[src/rtl/tiger_dmem_bridge_if.sv]
// Tiger data-memory port bundle: core request/response side plus the Avalon-MM master side.
// The bridge uses the master modport; the core/slave environment uses the slave modport.
interface tiger_dmem_bridge_if;
  logic        memread;
  logic        memwrite;
  logic        mem16;
  logic        mem8;
  logic        memzerofill;
  logic [31:0] memaddress;
  logic [31:0] memwritedata;
  logic [31:0] memreaddata;
  logic        memCanRead;
  logic        memCanWrite;
  logic        dStall;

  logic [31:0] avm_address;
  logic        avm_read;
  logic        avm_write;
  logic [3:0]  avm_byteenable;
  logic [31:0] avm_writedata;
  logic        avm_waitrequest;
  logic [31:0] avm_readdata;
  logic        avm_readdatavalid;

  logic        misalign_err;
  logic        bus_err;

  modport master (
    input  memread, memwrite, mem16, mem8, memzerofill, memaddress, memwritedata,
    output memreaddata, memCanRead, memCanWrite, dStall,
    output avm_address, avm_read, avm_write, avm_byteenable, avm_writedata,
    input  avm_waitrequest, avm_readdata, avm_readdatavalid,
    output misalign_err, bus_err
  );

  modport slave (
    output memread, memwrite, mem16, mem8, memzerofill, memaddress, memwritedata,
    input  memreaddata, memCanRead, memCanWrite, dStall,
    input  avm_address, avm_read, avm_write, avm_byteenable, avm_writedata,
    output avm_waitrequest, avm_readdata, avm_readdatavalid,
    input  misalign_err, bus_err
  );
endinterface

[src/rtl/tiger_dmem_bridge.sv]
// Bridges the Tiger core data-memory port to a single-outstanding Avalon-MM master,
// stalling the core per access and returning lane-aligned, extended read data.
module tiger_dmem_bridge #(
  parameter int unsigned TIMEOUT_CYCLES = 1024,
  parameter int unsigned CNT_W          = 11
) (
  input logic                 clk,
  input logic                 reset,
  tiger_dmem_bridge_if.master dmem_io
);

  typedef enum logic [2:0] {StIdle, StWr, StRd, StRwait, StDone} state_e;

  localparam logic [CNT_W-1:0] TimeoutVal = CNT_W'(TIMEOUT_CYCLES);

  state_e            state_q;
  logic [31:0]       avm_address_q;
  logic [31:0]       avm_writedata_q;
  logic [3:0]        avm_byteenable_q;
  logic              avm_read_q;
  logic              avm_write_q;
  logic [31:0]       memreaddata_q;
  logic              misalign_err_q;
  logic              bus_err_q;
  logic [CNT_W-1:0]  cnt_q;
  logic [1:0]        lane_q;
  logic              is_byte_q;
  logic              is_half_q;
  logic              zfill_q;

  logic              req;
  logic              is_byte;
  logic              is_half;
  logic [1:0]        lane;
  logic              misaligned;
  logic [3:0]        be_new;
  logic [31:0]       wd_new;
  logic [CNT_W-1:0]  cnt_inc;
  logic              timeout_hit;

  // Shift the addressed lane down, then extend according to the registered access size.
  function automatic logic [31:0] extend_rd(input logic [31:0] d, input logic [1:0] ln,
                                            input logic is_b, input logic is_h,
                                            input logic zf);
    logic [31:0] s;
    s = d >> {ln, 3'b000};
    if (is_b) begin
      return zf ? {24'h0, s[7:0]} : {{24{s[7]}}, s[7:0]};
    end else if (is_h) begin
      return zf ? {16'h0, s[15:0]} : {{16{s[15]}}, s[15:0]};
    end
    return s;
  endfunction

  always_comb begin
    req        = dmem_io.memread | dmem_io.memwrite;
    is_byte    = dmem_io.mem8;
    is_half    = ~dmem_io.mem8 & dmem_io.mem16;
    lane       = dmem_io.memaddress[1:0];
    misaligned = is_half ? lane[0] : (~is_byte & (lane != 2'b00));
    be_new     = 4'b1111;
    wd_new     = dmem_io.memwritedata;
    if (is_byte) begin
      be_new = 4'b0001 << lane;
      wd_new = {4{dmem_io.memwritedata[7:0]}};
    end else if (is_half) begin
      be_new = lane[1] ? 4'b1100 : 4'b0011;
      wd_new = {2{dmem_io.memwritedata[15:0]}};
    end
    cnt_inc     = cnt_q + 1'b1;
    timeout_hit = (TIMEOUT_CYCLES != 0) && (cnt_inc == TimeoutVal);
  end

  always_ff @(posedge clk) begin
    if (reset) begin
      state_q          <= StIdle;
      avm_address_q    <= '0;
      avm_writedata_q  <= '0;
      avm_byteenable_q <= '0;
      avm_read_q       <= 1'b0;
      avm_write_q      <= 1'b0;
      memreaddata_q    <= '0;
      misalign_err_q   <= 1'b0;
      bus_err_q        <= 1'b0;
      cnt_q            <= '0;
      lane_q           <= '0;
      is_byte_q        <= 1'b0;
      is_half_q        <= 1'b0;
      zfill_q          <= 1'b0;
    end else begin
      misalign_err_q <= 1'b0;
      bus_err_q      <= 1'b0;
      case (state_q)
        StIdle: begin
          if (req) begin
            if (misaligned) begin
              misalign_err_q <= 1'b1;
              memreaddata_q  <= '0;
              state_q        <= StDone;
            end else begin
              avm_address_q    <= {dmem_io.memaddress[31:2], 2'b00};
              avm_byteenable_q <= be_new;
              avm_writedata_q  <= wd_new;
              lane_q           <= lane;
              is_byte_q        <= is_byte;
              is_half_q        <= is_half;
              zfill_q          <= dmem_io.memzerofill;
              cnt_q            <= '0;
              // A read wins if the core ever raises both requests.
              if (dmem_io.memread) begin
                avm_read_q <= 1'b1;
                state_q    <= StRd;
              end else begin
                avm_write_q <= 1'b1;
                state_q     <= StWr;
              end
            end
          end
        end
        StWr: begin
          cnt_q <= cnt_inc;
          if (!dmem_io.avm_waitrequest) begin
            avm_write_q <= 1'b0;
            state_q     <= StDone;
          end else if (timeout_hit) begin
            avm_write_q   <= 1'b0;
            bus_err_q     <= 1'b1;
            memreaddata_q <= '1;
            state_q       <= StDone;
          end
        end
        StRd: begin
          cnt_q <= cnt_inc;
          if (!dmem_io.avm_waitrequest) begin
            avm_read_q <= 1'b0;
            if (dmem_io.avm_readdatavalid) begin
              memreaddata_q <= extend_rd(dmem_io.avm_readdata, lane_q, is_byte_q, is_half_q,
                                         zfill_q);
              state_q       <= StDone;
            end else begin
              state_q <= StRwait;
            end
          end else if (timeout_hit) begin
            avm_read_q    <= 1'b0;
            bus_err_q     <= 1'b1;
            memreaddata_q <= '1;
            state_q       <= StDone;
          end
        end
        StRwait: begin
          cnt_q <= cnt_inc;
          if (dmem_io.avm_readdatavalid) begin
            memreaddata_q <= extend_rd(dmem_io.avm_readdata, lane_q, is_byte_q, is_half_q,
                                       zfill_q);
            state_q       <= StDone;
          end else if (timeout_hit) begin
            bus_err_q     <= 1'b1;
            memreaddata_q <= '1;
            state_q       <= StDone;
          end
        end
        StDone:  state_q <= StIdle;
        default: state_q <= StIdle;
      endcase
    end
  end

  assign dmem_io.dStall         = (state_q == StIdle) ? req : (state_q != StDone);
  assign dmem_io.memCanRead     = (state_q == StIdle);
  assign dmem_io.memCanWrite    = (state_q == StIdle);
  assign dmem_io.memreaddata    = memreaddata_q;
  assign dmem_io.avm_address    = avm_address_q;
  assign dmem_io.avm_read       = avm_read_q;
  assign dmem_io.avm_write      = avm_write_q;
  assign dmem_io.avm_byteenable = avm_byteenable_q;
  assign dmem_io.avm_writedata  = avm_writedata_q;
  assign dmem_io.misalign_err   = misalign_err_q;
  assign dmem_io.bus_err        = bus_err_q;

endmodule

[src/flat_wrapper.sv]
// flat-port wrapper written by rule: the top's interface ports become plain ports
module tiger_dmem_bridge_flat 
#(
  parameter int unsigned TIMEOUT_CYCLES = 1024,
  parameter int unsigned CNT_W          = 11
)
  (clk, reset, dmem_io_memread, dmem_io_memwrite, dmem_io_mem16, dmem_io_mem8, dmem_io_memzerofill, dmem_io_memaddress, dmem_io_memwritedata, dmem_io_memreaddata, dmem_io_memCanRead, dmem_io_memCanWrite, dmem_io_dStall, dmem_io_avm_address, dmem_io_avm_read, dmem_io_avm_write, dmem_io_avm_byteenable, dmem_io_avm_writedata, dmem_io_avm_waitrequest, dmem_io_avm_readdata, dmem_io_avm_readdatavalid, dmem_io_misalign_err, dmem_io_bus_err);
  tiger_dmem_bridge_if dmem_io_i ();
  input logic clk;
  input logic reset;
  input wire logic [$bits(dmem_io_i.memread)-1:0] dmem_io_memread;
  input wire logic [$bits(dmem_io_i.memwrite)-1:0] dmem_io_memwrite;
  input wire logic [$bits(dmem_io_i.mem16)-1:0] dmem_io_mem16;
  input wire logic [$bits(dmem_io_i.mem8)-1:0] dmem_io_mem8;
  input wire logic [$bits(dmem_io_i.memzerofill)-1:0] dmem_io_memzerofill;
  input wire logic [$bits(dmem_io_i.memaddress)-1:0] dmem_io_memaddress;
  input wire logic [$bits(dmem_io_i.memwritedata)-1:0] dmem_io_memwritedata;
  output wire logic [$bits(dmem_io_i.memreaddata)-1:0] dmem_io_memreaddata;
  output wire logic [$bits(dmem_io_i.memCanRead)-1:0] dmem_io_memCanRead;
  output wire logic [$bits(dmem_io_i.memCanWrite)-1:0] dmem_io_memCanWrite;
  output wire logic [$bits(dmem_io_i.dStall)-1:0] dmem_io_dStall;
  output wire logic [$bits(dmem_io_i.avm_address)-1:0] dmem_io_avm_address;
  output wire logic [$bits(dmem_io_i.avm_read)-1:0] dmem_io_avm_read;
  output wire logic [$bits(dmem_io_i.avm_write)-1:0] dmem_io_avm_write;
  output wire logic [$bits(dmem_io_i.avm_byteenable)-1:0] dmem_io_avm_byteenable;
  output wire logic [$bits(dmem_io_i.avm_writedata)-1:0] dmem_io_avm_writedata;
  input wire logic [$bits(dmem_io_i.avm_waitrequest)-1:0] dmem_io_avm_waitrequest;
  input wire logic [$bits(dmem_io_i.avm_readdata)-1:0] dmem_io_avm_readdata;
  input wire logic [$bits(dmem_io_i.avm_readdatavalid)-1:0] dmem_io_avm_readdatavalid;
  output wire logic [$bits(dmem_io_i.misalign_err)-1:0] dmem_io_misalign_err;
  output wire logic [$bits(dmem_io_i.bus_err)-1:0] dmem_io_bus_err;
  assign dmem_io_i.memread = dmem_io_memread;
  assign dmem_io_i.memwrite = dmem_io_memwrite;
  assign dmem_io_i.mem16 = dmem_io_mem16;
  assign dmem_io_i.mem8 = dmem_io_mem8;
  assign dmem_io_i.memzerofill = dmem_io_memzerofill;
  assign dmem_io_i.memaddress = dmem_io_memaddress;
  assign dmem_io_i.memwritedata = dmem_io_memwritedata;
  assign dmem_io_memreaddata = dmem_io_i.memreaddata;
  assign dmem_io_memCanRead = dmem_io_i.memCanRead;
  assign dmem_io_memCanWrite = dmem_io_i.memCanWrite;
  assign dmem_io_dStall = dmem_io_i.dStall;
  assign dmem_io_avm_address = dmem_io_i.avm_address;
  assign dmem_io_avm_read = dmem_io_i.avm_read;
  assign dmem_io_avm_write = dmem_io_i.avm_write;
  assign dmem_io_avm_byteenable = dmem_io_i.avm_byteenable;
  assign dmem_io_avm_writedata = dmem_io_i.avm_writedata;
  assign dmem_io_i.avm_waitrequest = dmem_io_avm_waitrequest;
  assign dmem_io_i.avm_readdata = dmem_io_avm_readdata;
  assign dmem_io_i.avm_readdatavalid = dmem_io_avm_readdatavalid;
  assign dmem_io_misalign_err = dmem_io_i.misalign_err;
  assign dmem_io_bus_err = dmem_io_i.bus_err;
  tiger_dmem_bridge #(.TIMEOUT_CYCLES(TIMEOUT_CYCLES), .CNT_W(CNT_W)) u_core (.clk(clk), .reset(reset), .dmem_io(dmem_io_i));
endmodule
[config.mk]
export PLATFORM = sky130hd
export DESIGN_NAME = tiger_dmem_bridge_flat
export DESIGN_NICKNAME = d
export VERILOG_FILES = /design/src/rtl/tiger_dmem_bridge_if.sv /design/src/rtl/tiger_dmem_bridge.sv /design/src/flat_wrapper.sv
export SDC_FILE = /design/constraint.sdc
export NUM_CORES = 1
export LEC_CHECK = 0
export ABC_AREA = 1
export BUFFER_PORTS_ARGS = -buffer_cell sky130_fd_sc_hd__clkbuf_2
export CORE_MARGIN = 1
export CORE_UTILIZATION = 50
export CTS_BUF_LIST = sky130_fd_sc_hd__clkbuf_2
export DETAILED_ROUTE_END_ITERATION = 8
export PLACE_DENSITY = 0.79
export SETUP_SLACK_MARGIN = 0.2
export SLEW_MARGIN = 10
export SYNTH_ARGS = -nofsm -noshare
export SYNTH_HDL_FRONTEND = slang
export SYNTH_SLANG_ARGS = --single-unit
[constraint.sdc]
create_clock -name clk -period 4 [get_ports clk]
set_input_delay 0.4 -clock clk [delete_from_list [all_inputs] [get_ports clk]]
set_output_delay 0.4 -clock clk [all_outputs]
set_load 0.01 [all_outputs]
==> qor.yml <==
yosys.area.top_type_share_pct: 38.02
rrSetupSlack_ns: 1.00
overflow: 0
ys_top_cells_by_count: "267 x nand2_1, 122 x nor2_1, 121 x dfxtp_1"
r2r_end: "u_core.dmem_io.avm_writedata[28]$_SDFFE_PP0P_"
dp_cells: 1270
min_from: "dmem_io_avm_waitrequest"
diodes: 0
p_per_area_nw_per_um2: 402.5
fmax_mhz: 333.4
hpwl_mm: 12.69
grt_pass1_vias: 6907
multi_input_area_um2: 3359
yosys_warnings: 0
die_area_um2: 13200
crit_fanout: 73
area_growth_pct: 33.41
cts_tree: "done"
async_flop_share_pct: 0
dr.pass1.iters: 6
drv_cap: 0
r2r_start: "u_core.state_q[1]$_SDFFE_PP0P_"
fillCellCount: 1057
netlist_instances: 947
p_switching_mw: 1.267
antenna_found_initial: 0
postPlaceCellArea_um2: 7325
tightest_slew_ns: 1.089
status: "completed"
wirelength_mm: 21.19
core-area_um2: 12210
power.share.clock_pct: 27.2
clock-root-buffer: "clkbuf_2"
worstSkewPairLatency_ns: 0.73
vdd_drop_max_v: 0.0002427
clk_path_buf_depth: 2
post_cts.repair.setup_buffers: 0
postCtsHoldBufs: 89
vias: 7392
worstSetupPathType: "reg -> reg"
leakagePower_nw: 3.980
setup_tns_ns: 0
slew_headroom_pct: 27.39
setup_slack_ns: 1.001
hold_violations: 0
port_buffers: 209
wire_per_inst_um: 15.23
syn_area_per_cell_um2: 6.728
min_period_over_period_pct: 74.98
finalPower_mw: 3.421
syn-cell-area_um2: 6371
regArea_um2: 2422
drt_iter0_drc: 734
cp-end-kind: "flip-flop"
arrival_ns: 3.69
ys_ff_latch: 121
drt-vias-per-instance: 5.314
cp.required_ns: 4.69
comb_power_share_pct: 30.8
routed.top_layer: "met4"
cts_resized: 0
hold_class: "in -> reg"
yosysUniqueCellTypes: 44
fin_worst_skew_ns: 0.03921
yosys-top-cells-area: "dfxtp_1 38%, nand2_1 16%, o21ai_0 8.6%, nor2_1 7.2%, a21oi_2 3.6%"
cts_buffers: 17
crit_path_start_kind: "flip-flop"
wl_met1_mm: 8.523
grt_use_total_pct: 32.67
ios: 212
grt_pass1_wl_mm: 33.73
place_congestion: 0.9548
cts-htree-levels: 4
synth-edff-count: 0
whs_ns: 0.1004
clk_pin_slew_ns: 0.22
final_util_pct: 69.60
initial_core_util_pct: 52.17
period_needed_ns: 2.999
maxSlewViolCount: 0
critPathLaunch: "u_core.state_q[1]$_SDFFE_PP0P_"
r2r_cells: 10
dp_slack_ns: 1.127
synth_ff_type: "dfxtp_1"
drcViolationCount: 0
num-nets-final: 1316
yosysSeqAreaShare_pct: 38.02
fin_cells: 1391
p_int_mw: 2.154
ant_nets: 0
cts_sinks: 121
p_seq_share_pct: 42.1
synth.most_common_cell: "nand2_1"
hold-path-endpoint: "u_core.dmem_io.avm_read$_SDFFE_PP0P_"
rsz0062_at_grt: "no"
die_y_um: 114.9
hold_depth: 3
setup_viol: 0
rows: 40
route.met3.wl_mm: 1.709
switching_share_pct: 37.05
synth_top_cell_by_area: "dfxtp_1"
design_area_um2: 8499
grt_max_degree: 74
drive_gt1_share_pct: 26.66
die_w_um: 114.9
dr_wl_met2_mm: 9.961
flip-flops by register name, summed over array words and instances, names as in the netlist:
name and count:
u_core.state_q 3, u_core.dmem_io.avm_read 1, u_core.dmem_io.memreaddata 32, u_core.dmem_io.avm_byteenable 4
u_core.dmem_io.bus_err 1, u_core.dmem_io.misalign_err 1, u_core.dmem_io.avm_address 30, u_core.is_byte_q 1
u_core.dmem_io.avm_writedata 32, u_core.cnt_q 11, u_core.zfill_q 1, u_core.dmem_io.avm_write 1
u_core.lane_q 2, u_core.is_half_q 1
kinds of logic after synthesis:
family	count (synthesis)	share of synthesized area, %
other	1	0.05886
AND/OR/NAND/NOR	470	30.79
flip-flops	121	38.02
XOR/XNOR	1	0.1375
buffers and inverters	122	9.309
adder cells (fa/ha/maj)	1	0.1964
AO/OA/AOI/OAI	231	21.48
how the worst max path moves through the flow:
stage                                                         end  slack, ns  cells after the start
finish              u_core.dmem_io.avm_writedata[28]$_SDFFE_PP0P_       1.00                     10
global route        u_core.dmem_io.avm_writedata[19]$_SDFFE_PP0P_       0.68                     10
CTS                 u_core.dmem_io.avm_writedata[15]$_SDFFE_PP0P_       1.16                     10
detailed placement     u_core.dmem_io.memreaddata[2]$_SDFFE_PP0P_       1.13                     10
global placement       u_core.dmem_io.memreaddata[4]$_SDFFE_PP0P_       1.22                     10
floorplan                   u_core.dmem_io.avm_write$_SDFFE_PP0P_       2.28                     13
layout by cell type (no fill, tap or decap), drive strengths merged, types with 8 or more instances in the layout:
master,netlist,final
dfxtp,121,121
clkbuf,30,227
nand2,293,293
a21oi,63,63
nor2,130,130
buf,33,8
o21ai,122,122
inv,59,62
dlygate4sd3,0,89
nand3,38,38
a31oi,24,24
cell type report:
class                   count  share of cell area (%)
repair buffers            306                   23.49
well taps                 168                   2.473
clock inverters            14                   2.282
clock buffers              18                   1.060
flip-flops and latches    121                   28.50
multi-input cells         705                   39.53
inverters                  59                   2.665
routing by layer:
metal  global-route usage, %  up-vias
met4                   18.96        0
met3                   8.803       93
met1                   39.12     3306
li1                        -     3607
met5                       0        -
met2                   52.85      386
power groups by stage:
stage          clock network [mW]  logic (mW)  registers (mW)
6_report                    0.929        1.05            1.44
5_1_grt                     0.982        1.15            1.46
4_1_cts                     0.943        1.01            1.43
3_5_place_dp                    0       0.916            1.45
3_3_place_gp                    0       0.907            1.45
2_1_floorplan                   0       0.602            1.50
worst max-delay path, cell delays in order, from the launching register on:
cell,delay [ns]
dfxtp_1,0.41
nor2_1,0.17
inv_2,0.07
nor2_4,0.18
inv_2,0.07
nor2_2,0.10
nand2_1,0.09
inv_2,0.77
o21ai_0,0.16
a41oi_1,0.29
dlygate4sd3_1,0.62
Note: power is estimated with default switching activity, not from simulation.
